$ cat src/rtl/latch_arb_pkg.sv
// latch_arb_pkg
// Shared types and default sizing for the latch write arbiter.
//   state_t   : write sequencer states (IDLE, SETUP, STROBE, CLOSE)
//   NREQ_DEF  : default requester count
//   WIDTH_DEF : default latch bank width
//   HOLD_DEF  : default number of cycles the enable strobe stays high
package latch_arb_pkg;

  typedef enum logic [1:0] {
    IDLE   = 2'd0,
    SETUP  = 2'd1,
    STROBE = 2'd2,
    CLOSE  = 2'd3
  } state_t;

  localparam int NREQ_DEF  = 4;
  localparam int WIDTH_DEF = 3;
  localparam int HOLD_DEF  = 2;

endpackage

$ cat src/rtl/rr_picker.sv
// rr_picker
// Combinational round-robin selector: returns the first set bit of
// req_masked_i searching ptr_i, ptr_i+1, ... modulo NREQ.
//   req_masked_i : candidate requests (caller applies any masking)
//   ptr_i        : search start position
//   idx_o        : winning requester index (0 when nothing is set)
//   valid_o      : at least one candidate was set
module rr_picker
  import latch_arb_pkg::*;
#(
  parameter int NREQ = NREQ_DEF,
  parameter int PW   = $clog2(NREQ)
) (
  input  logic [NREQ-1:0] req_masked_i,
  input  logic [PW-1:0]   ptr_i,
  output logic [PW-1:0]   idx_o,
  output logic            valid_o
);

  logic [PW-1:0] pos;

  // Walk the offsets from the far end back to offset 0 so the last hit
  // written (smallest offset from ptr) is the one that sticks.
  always_comb begin
    idx_o   = '0;
    valid_o = 1'b0;
    pos     = '0;
    for (int i = NREQ - 1; i >= 0; i--) begin
      pos = PW'((int'(ptr_i) + i) % NREQ);
      if (req_masked_i[pos]) begin
        idx_o   = pos;
        valid_o = 1'b1;
      end
    end
  end

endmodule

$ cat src/rtl/latch_write_arbiter.sv
// latch_write_arbiter
// Round-robin arbiter that owns a level-sensitive latch bank. Each write is
// sequenced SETUP (data presented, enable low) -> STROBE (enable high for
// HOLD_CYCLES) -> CLOSE (enable low, data still held, Q compared), so the
// latch D input never moves while its enable is open.
//   clk, reset : rising-edge clock, asynchronous active-high reset
//   req        : per-requester level request, held until done
//   wdata      : requester i data at [i*WIDTH +: WIDTH]
//   gnt        : one-hot grant, high for the whole transaction
//   done       : one-cycle completion pulse to the winner (during CLOSE)
//   lat_en     : latch bank enable
//   lat_d      : latch bank data
//   lat_q      : latch bank readback
//   busy       : sequencer is not IDLE
//   err        : sticky readback mismatch flag, cleared only by reset
//   err_id     : requester whose write last mismatched
module latch_write_arbiter
  import latch_arb_pkg::*;
#(
  parameter int NREQ        = NREQ_DEF,
  parameter int WIDTH       = WIDTH_DEF,
  parameter int HOLD_CYCLES = HOLD_DEF
) (
  input  logic                    clk,
  input  logic                    reset,
  input  logic [NREQ-1:0]         req,
  input  logic [NREQ*WIDTH-1:0]   wdata,
  output logic [NREQ-1:0]         gnt,
  output logic [NREQ-1:0]         done,
  output logic                    lat_en,
  output logic [WIDTH-1:0]        lat_d,
  input  logic [WIDTH-1:0]        lat_q,
  output logic                    busy,
  output logic                    err,
  output logic [$clog2(NREQ)-1:0] err_id
);

  localparam int PW = $clog2(NREQ);
  localparam int CW = (HOLD_CYCLES > 1) ? $clog2(HOLD_CYCLES) : 1;

  state_t            state_q;
  logic [PW-1:0]     ptr_q;
  logic [PW-1:0]     wid_q;
  logic [NREQ-1:0]   gnt_q;
  logic [NREQ-1:0]   done_q;
  logic              en_q;
  logic [WIDTH-1:0]  data_q;
  logic [CW-1:0]     cnt_q;
  logic              busy_q;
  logic              err_q;
  logic [PW-1:0]     err_id_q;

  logic [NREQ-1:0]   pick_req;
  logic [PW-1:0]     pick_idx;
  logic              pick_valid;
  logic              grant_now;
  logic [NREQ-1:0]   gnt_d;
  logic [PW-1:0]     ptr_d;
  logic [WIDTH-1:0]  data_d;

  // In CLOSE the current winner is masked so a requester that keeps req
  // high through its own done cannot immediately win again; it competes
  // from the next cycle on like any other new request.
  always_comb begin
    pick_req  = (state_q == CLOSE) ? (req & ~gnt_q) : req;
    grant_now = pick_valid && ((state_q == IDLE) || (state_q == CLOSE));
    gnt_d     = NREQ'(1) << pick_idx;
    ptr_d     = (int'(pick_idx) == NREQ - 1) ? '0 : pick_idx + PW'(1);
    data_d    = wdata[int'(pick_idx)*WIDTH +: WIDTH];
  end

  rr_picker #(
    .NREQ (NREQ),
    .PW   (PW)
  ) u_picker (
    .req_masked_i (pick_req),
    .ptr_i        (ptr_q),
    .idx_o        (pick_idx),
    .valid_o      (pick_valid)
  );

  always_ff @(posedge clk or posedge reset) begin
    if (reset) begin
      state_q  <= IDLE;
      ptr_q    <= '0;
      wid_q    <= '0;
      gnt_q    <= '0;
      done_q   <= '0;
      en_q     <= 1'b0;
      data_q   <= '0;
      cnt_q    <= '0;
      busy_q   <= 1'b0;
      err_q    <= 1'b0;
      err_id_q <= '0;
    end else begin
      done_q <= '0;
      unique case (state_q)
        IDLE: begin
        end
        SETUP: begin
          state_q <= STROBE;
          en_q    <= 1'b1;
          cnt_q   <= CW'(HOLD_CYCLES - 1);
        end
        STROBE: begin
          if (cnt_q == '0) begin
            state_q <= CLOSE;
            en_q    <= 1'b0;
            done_q  <= gnt_q;
          end else begin
            cnt_q <= cnt_q - CW'(1);
          end
        end
        CLOSE: begin
          // Enable has been closed for a full cycle, so Q is the value the
          // latch actually kept.
          if (lat_q != data_q) begin
            err_q    <= 1'b1;
            err_id_q <= wid_q;
          end
          if (!pick_valid) begin
            state_q <= IDLE;
            gnt_q   <= '0;
            busy_q  <= 1'b0;
          end
        end
        default: state_q <= IDLE;
      endcase

      // Shared grant path for IDLE and CLOSE: lat_d only ever moves here,
      // i.e. on entry to SETUP while the enable is low.
      if (grant_now) begin
        state_q <= SETUP;
        gnt_q   <= gnt_d;
        wid_q   <= pick_idx;
        data_q  <= data_d;
        ptr_q   <= ptr_d;
        busy_q  <= 1'b1;
      end
    end
  end

  assign gnt    = gnt_q;
  assign done   = done_q;
  assign lat_en = en_q;
  assign lat_d  = data_q;
  assign busy   = busy_q;
  assign err    = err_q;
  assign err_id = err_id_q;

endmodule

$ cat config.mk
export PLATFORM = sky130hd
export DESIGN_NAME = latch_write_arbiter
export DESIGN_NICKNAME = d
export VERILOG_FILES = /design/src/rtl/latch_arb_pkg.sv /design/src/rtl/rr_picker.sv /design/src/rtl/latch_write_arbiter.sv
export SDC_FILE = /design/constraint.sdc
export NUM_CORES = 1
export LEC_CHECK = 0
export CORE_AREA = 5 5 70 72
export CTS_BUF_LIST = sky130_fd_sc_hd__clkbuf_16
export CTS_CLUSTER_SIZE = 10
export DETAILED_ROUTE_END_ITERATION = 6
export DIE_AREA = 0 0 75 77
export GPL_ROUTABILITY_DRIVEN = 0
export GPL_TIMING_DRIVEN = 0
export SLEW_MARGIN = 20
export SYNTH_ARGS = -nofsm -noshare
export SYNTH_HDL_FRONTEND = slang
export SYNTH_HIERARCHICAL = 1
export SYNTH_SLANG_ARGS = --single-unit
export TNS_END_PERCENT = 50
$ cat constraint.sdc
create_clock -name clk -period 2.8 [get_ports clk]
set_clock_uncertainty 0.15 [all_clocks]
set_input_delay 0.28 -clock clk [delete_from_list [all_inputs] [get_ports clk]]
set_output_delay 0.28 -clock clk [all_outputs]
set_load 0.01 [all_outputs]
Word-level counts from Yosys, hierarchy flattened

Index checks and enable logic that the tools add are counted.

Flip-flop bits (word level): 23
Bits of input ports: 21
Output and inout bits: 16
Logic and storage cells: 78

Add/subtract/negate cells: 5
$mul: 1
Order comparisons: 4
Equality and inequality tests: 9
Shift-type cells: 2
Muxes and demuxes: 34
Bitwise logic cells: 2
Reductions and logical operators: 10

Operators by type and width:

| operator            | count |
|---|---|
| $mux 4              | 6 |
| $mux 2              | 8 |
| $mux 1              | 13 |
| $lt 2x3->1 const B  | 4 |
| $shiftx 12x5->3     | 1 |
| $bmux 1 s2          | 4 |
| $ne 3x3->1 const B  | 2 |
| $pmux 2 s3          | 1 |
| $reduce_and 2->1    | 3 |
| $add 2x1->2 const B | 2 |
| $add 2x2->2 const B | 2 |
| $and 4x4->4         | 1 |
| $eq 2x1->1 const B  | 2 |
| $eq 2x2->1 const B  | 2 |
| $mul 2x2->4 const B | 1 |
| $not 4->4           | 1 |
| $pmux 1 s2          | 2 |
| $reduce_bool 2->1   | 2 |
| $reduce_bool 4->1   | 1 |
| $shl 1x2->4 const A | 1 |
| $ne 3x3->1          | 1 |
| $reduce_and 3->1    | 1 |
| $logic_not 2->1     | 1 |
| $ne 2x1->1 const B  | 1 |
| other kinds (4)     | 4 |

Depth between registers and ports, before layout

Depth after elaboration: 12
Gate-level depth with buffers: 10
Mapped depth without buffers: 9

Cells and area by module

The synthesis kept the hierarchy.

Modules (own cells, without submodules):

| module              | times used | cells each | area each (sq um) | seq. area each (sq um) |
|---|---|---|---|---|
| latch_write_arbiter | 1          | 104        | 1132.3            | 575.6 |
| rr_picker           | 1          | 13         | 77.6              | 0.0 |

Worst setup path after synthesis

No wires, ideal clock.

Path kind: register to register
From: register state_q[0]
To: register data_q[0], in the netlist lat_d[0]
Library setup time: 0.117 ns
Arrival: 2.353 ns
Required time: 2.533 ns
Setup slack: 0.181 ns
Cell stages (with the launch flop): 9
Path buffers: 1
Clock period less this slack: 2.619 ns
Path through: dfrtp_1 -> ha_1 -> clkbuf_2 -> a21boi_0 -> mux2i_1 -> a211oi_2 -> mux4_2 -> nand2_1 -> nand2_1

Cells in the longest elaborated chain, start to end: 10
Elaborated cells on any way between the ends: 23
Classes of those cells: 1 x mul; 1 x eq/ne; 1 x shift; 17 x mux; 3 x reduce/logical

Ends and longest elaborated chain:

| what                         | RTL line                   | RTL |
|---|---|---|
| start, declared              | latch_write_arbiter.sv:41  | `state_t state_q;` |
| start signal, assigned       | latch_write_arbiter.sv:84  | `state_q <= IDLE;` |
| start signal, assigned       | latch_write_arbiter.sv:101 | `state_q <= STROBE;` |
| start signal, assigned       | latch_write_arbiter.sv:107 | `state_q <= CLOSE;` |
| $eq 2x2->1 (*)               | latch_write_arbiter.sv:65  | `pick_req = (state_q == CLOSE) ? (req & ~gnt_q) : req;` |
| $mux 4 (*)                   | latch_write_arbiter.sv:65  |  |
| net pick_req[3]              | latch_write_arbiter.sv:53  | `logic [NREQ-1:0] pick_req;` |
| $bmux 1 s2                   | rr_picker.sv:30            | `if (req_masked_i[pos]) begin` |
| $mux 1 (not written as such) | rr_picker.sv:30            |  |
| $mux 2 (3 in series)         | rr_picker.sv:30            |  |
| $mux 2 (*)                   | rr_picker.sv:30            |  |
| net pick_idx[0]              | latch_write_arbiter.sv:54  | `logic [PW-1:0] pick_idx;` |
| $mul 2x2->4 (*)              | latch_write_arbiter.sv:69  | `data_d = wdata[int'(pick_idx)*WIDTH +: WIDTH];` |
| $shiftx 12x5->3 (*)          | latch_write_arbiter.sv:69  |  |
| end signal, assigned         | latch_write_arbiter.sv:136 | `data_q <= data_d;` |
| end, declared                | latch_write_arbiter.sv:47  | `logic [WIDTH-1:0] data_q;` |

The timed path passes the listed nets; every way through them passes the cells marked *. The select of a mux whose other input is x is not followed.
A chain may end at the register's enable or synchronous reset.

Final worst setup path

From: register state_q[0]
To: register gnt_q[1], in the netlist gnt[1]

Elaborated cells on any way between the ends: 26
Classes of those cells: 2 x eq/ne; 1 x shift; 18 x mux; 5 x reduce/logical

RTL lines:

| what                         | RTL line                   | RTL |
|---|---|---|
| $eq 2x2->1 (*)               | latch_write_arbiter.sv:65  |  |
| $mux 4 (*)                   | latch_write_arbiter.sv:65  |  |
| net pick_req[3]              | latch_write_arbiter.sv:53  |  |
| $bmux 1 s2                   | rr_picker.sv:30            |  |
| $mux 1 (not written as such) | rr_picker.sv:30            |  |
| $mux 2 (3 in series)         | rr_picker.sv:30            |  |
| $mux 2 (*)                   | rr_picker.sv:30            |  |
| net pick_idx[1]              | latch_write_arbiter.sv:54  |  |
| $shl 1x2->4 (*)              | latch_write_arbiter.sv:67  | `gnt_d = NREQ'(1) << pick_idx;` |
| $mux 4 (*)                   | latch_write_arbiter.sv:132 | `if (grant_now) begin` |
| end signal, assigned         | latch_write_arbiter.sv:134 | `gnt_q <= gnt_d;` |
| end, declared                | latch_write_arbiter.sv:44  | `logic [NREQ-1:0] gnt_q;` |

Marked as above.

==> impl_results.md <==
- Final #Nets: between 150 and 200
- Worst EP arrival: between 2 and 3 ns
- Clock tree buffer depth: 2
- Gate Count Post-Synth: 117
- DR WL met2: between 1 and 1.5 mm
- Vias/cell: between 4 and 5
- Hold WC Path Type: reg2reg
- Crit path required time: roughly 2.8 ns
- Max-cap violation count: 0
- Asr flop ratio synth: 100%
- Launch point of the worst reg-to-reg path: state_q[0]$_DFFE_PP0P_
- Finish-stage setup viols: 0
- Max frequency: 0.386 GHz
- Worst hold slack: about 0.32 ns
- Worst path bufs/invs: 2
- Area contributors post-synth: dfrtp_1, ha_1, nand2_1
- Crit-path max FO: 9
- Highest ir drop seen on vdd: 0.000314 V
- Mean Syn Cell Area: between 10 and 15 µm²
- Yosys top cell area share: 47.6%
- Placed Area: about 0.0016 mm²
- Mapped Nets: about 150
- Utilization after layout: around two fifths
- Crit path capture type: flip-flop
- Final wirelength: approximately 2.7 mm
- Reg2reg end: gnt[1]$_DFFE_PP0P_
- Hold Path Cell Cnt: 1
- Mapped cell area: about 0.0012 mm²
- Core region area: between 0.004 and 0.005 mm²
- Most numerous cell in the Yosys netlist: dfrtp_1
- Ratio of cells with drive above 1 in the final layout: approximately a tenth
- Hold Buf Count CTS: 0
- Fin area: around 0.0017 mm²
- Pleak: ~0.78 nW
- Routed WL per cell: between 10 and 15 µm
- Slew headroom: roughly two fifths
- Count of flip-flops with a built-in enable after synthesis: 0
- DR iter-0 viols: 40
- RSZ-0062 raised after global routing: no
- Initial antenna violation count: 0
- Top FF cell, synth: dfrtp_1
- Reg2reg setup slack: 0.21 ns
- Met3 Wirelength: ~150 µm
- First drt pass iteration count: 4
- Yosys top cell by area: dfrtp_1
- Full die area: slightly below 0.006 mm²
- Worst-margin pin slew: 0.885 ns
- CTS buffer count: 3
- Diodes inserted: 0
- Synthesized flop and latch total: 23
- Seq/Total Area, Yosys: 47.6%
- Chip height: 77 µm
- Die Span X: between 70 and 80 µm
- DR top layer: met4
- Post-layout min period: approximately 2.6 ns
- First-pass GRT wire length: roughly 4.7 mm
- R2R cell count: 9
- CTS H-tree lvls: 1
- Port bufs: 36
- Number of global-route vias before repair: between 1000 and 1500
- Worst hold endpoint: err$_DFFE_PP0P_
- Largest net degree at the start of global routing: 24
- Grt total ovfl: 0
- TritonCTS clock tree: yes
- GRT Util Overall: ~10%
- Fin. Hold Viols: 0
- ANT nets after route: 0
- Power per cell area: 1040 mW/mm²
- Startpoint Class: flip-flop
- Setup TNS: 0 ns
- Largest delay share family, worst path: compound AO/OA/AOI/OAI gates
- Cell variety after synth: 26
- DRT met1 WL: about 1.2 mm
- CP cell instances: ha_1, clkbuf_2, a21boi_1, nand2b_1, a211oi_1, nor2_1, inv_1, ha_1, a22o_1
- DR DRC count: 0
- CP dominant cell by count: ha_1
- Most frequent cells after synthesis: dfrtp_1, nand2_1, nor2_1, inv_1
- Via Count: a little under 1000
- Critical setup path kind: reg2reg
- Std-Cell Rows: 24
- Fin. max-slew vios: 0
- Top-Level Pins: 37
- Status: complete, no violations
- CP max stage delay: 0.42 ns
- Hold Crit Start: err$_DFFE_PP0P_
- CTS clk-pin slew, worst paths: ~0.06 ns
- Clk_lat worst skew: 0.25 ns
- Slowest cell on crit path: dfrtp_1
- Root Driver: clkbuf_16
- Starting density of the core: between 20% and 30%
- P&R area growth vs syn: 43.6%
- Synth warnings: 6
- CTS Sinks: 23
- Dpl hpwl: ~2.2 mm
- Final Cycle Share: slightly above 90%
- Total power: 0.00181 W
state kept, by name (all words and copies together) (netlist names):
signal,count
gnt,4
err,1
wid_q,2
lat_d,3
ptr_q,2
state_q,2
busy,1
done,4
err_id,2
lat_en,1
cnt_q,1
worst max-delay path by stage:
stage                           start                   end  slack, ns  cells past startpoint
2_1_floorplan  state_q[0]$_DFFE_PP0P_  lat_d[0]$_DFFE_PP0P_       0.18                      8
3_3_place_gp   state_q[0]$_DFFE_PP0P_  lat_d[2]$_DFFE_PP0P_      -0.13                      8
3_5_place_dp   state_q[0]$_DFFE_PP0P_  lat_d[1]$_DFFE_PP0P_      -0.16                      8
4_1_cts        state_q[0]$_DFFE_PP0P_  lat_d[1]$_DFFE_PP0P_       0.06                      8
5_1_grt        state_q[0]$_DFFE_PP0P_  ptr_q[1]$_DFFE_PP0P_       0.02                     10
6_report       state_q[0]$_DFFE_PP0P_    gnt[1]$_DFFE_PP0P_       0.21                      9
cell usage in the layout, fill, tap and decap left out, drive strengths merged, types with 2 or more instances in the layout:
| cell type | Yosys | final |
|---|---|---|
| a211oi | 2 | 2 |
| a21boi | 4 | 4 |
| a21oi | 8 | 8 |
| a22o | 4 | 4 |
| and2 | 5 | 5 |
| buf | 3 | 5 |
| clkbuf | 1 | 4 |
| clkdlybuf4s50 | 0 | 36 |
| dfrtp | 23 | 23 |
| ha | 7 | 7 |
| inv | 8 | 8 |
| mux2 | 2 | 2 |
| mux4 | 3 | 3 |
| nand2 | 20 | 20 |
| nand2b | 3 | 3 |
| nor2 | 9 | 9 |
| nor3b | 2 | 2 |
| o21ai | 4 | 4 |
| o31ai | 2 | 2 |
| xor2 | 3 | 3 |
stage by stage:
stage | worst slack, ns | cells
after global routing | 0.0161 | 211
final | 0.206 | 211
after CTS | 0.0618 | 209
after floorplan | 0.181 | 117
after detailed placement | -0.160 | 205
after global placement | -0.129 | 205
per-layer routing:
layer	track usage, %	vias to the layer above
li1	-	484
met1	12.9	463
met2	17.0	29
met3	1.96	7
met4	4.27	0
met5	0	-
report_power, final:
part / switching, W / internal [W]
Combinational: 0.000474 / 0.000454
Clock: 0.000113 / 0.000192
Sequential: 0.000114 / 0.000463
Total: 0.000701 / 0.00111
repair_timing:
action,CTS,global route
setup endpoints to repair,6,4
pin swaps,0,1
buffers inserted,0,2
gates cloned,0,0
resized for setup,2,1
logic make-up (layout without fill, tap and decap cells):
| logic type | Yosys count | in the layout | share of synthesized area, % |
|---|---|---|---|
| adders and majority gates | 7 | 7 | 7.24 |
| DFF | 23 | 23 | 47.6 |
| xor gates and xnor gates | 3 | 3 | 2.17 |
| buffers and inverters | 12 | 54 | 4.14 |
| and+or+nand+nor | 39 | 39 | 14.4 |
| AOI/OAI and AO/OA | 27 | 27 | 16.2 |
| muxes | 6 | 6 | 8.27 |
area by class of cell:
| class | count | area [µm²] |
|---|---|---|
| Buffer | 4 | 20.0 |
| Fill cell | 410 | 2500 |
| Tap cell | 52 | 65.1 |
| Clock buffer | 3 | 75.1 |
| Clock inverter | 1 | 5.00 |
| Timing Repair Buffer | 38 | 375 |
| Sequential cell | 23 | 576 |
| Multi-Input combinational cell | 82 | 592 |
| Inverter | 8 | 30.0 |
Power figures use the tool's default switching activity.
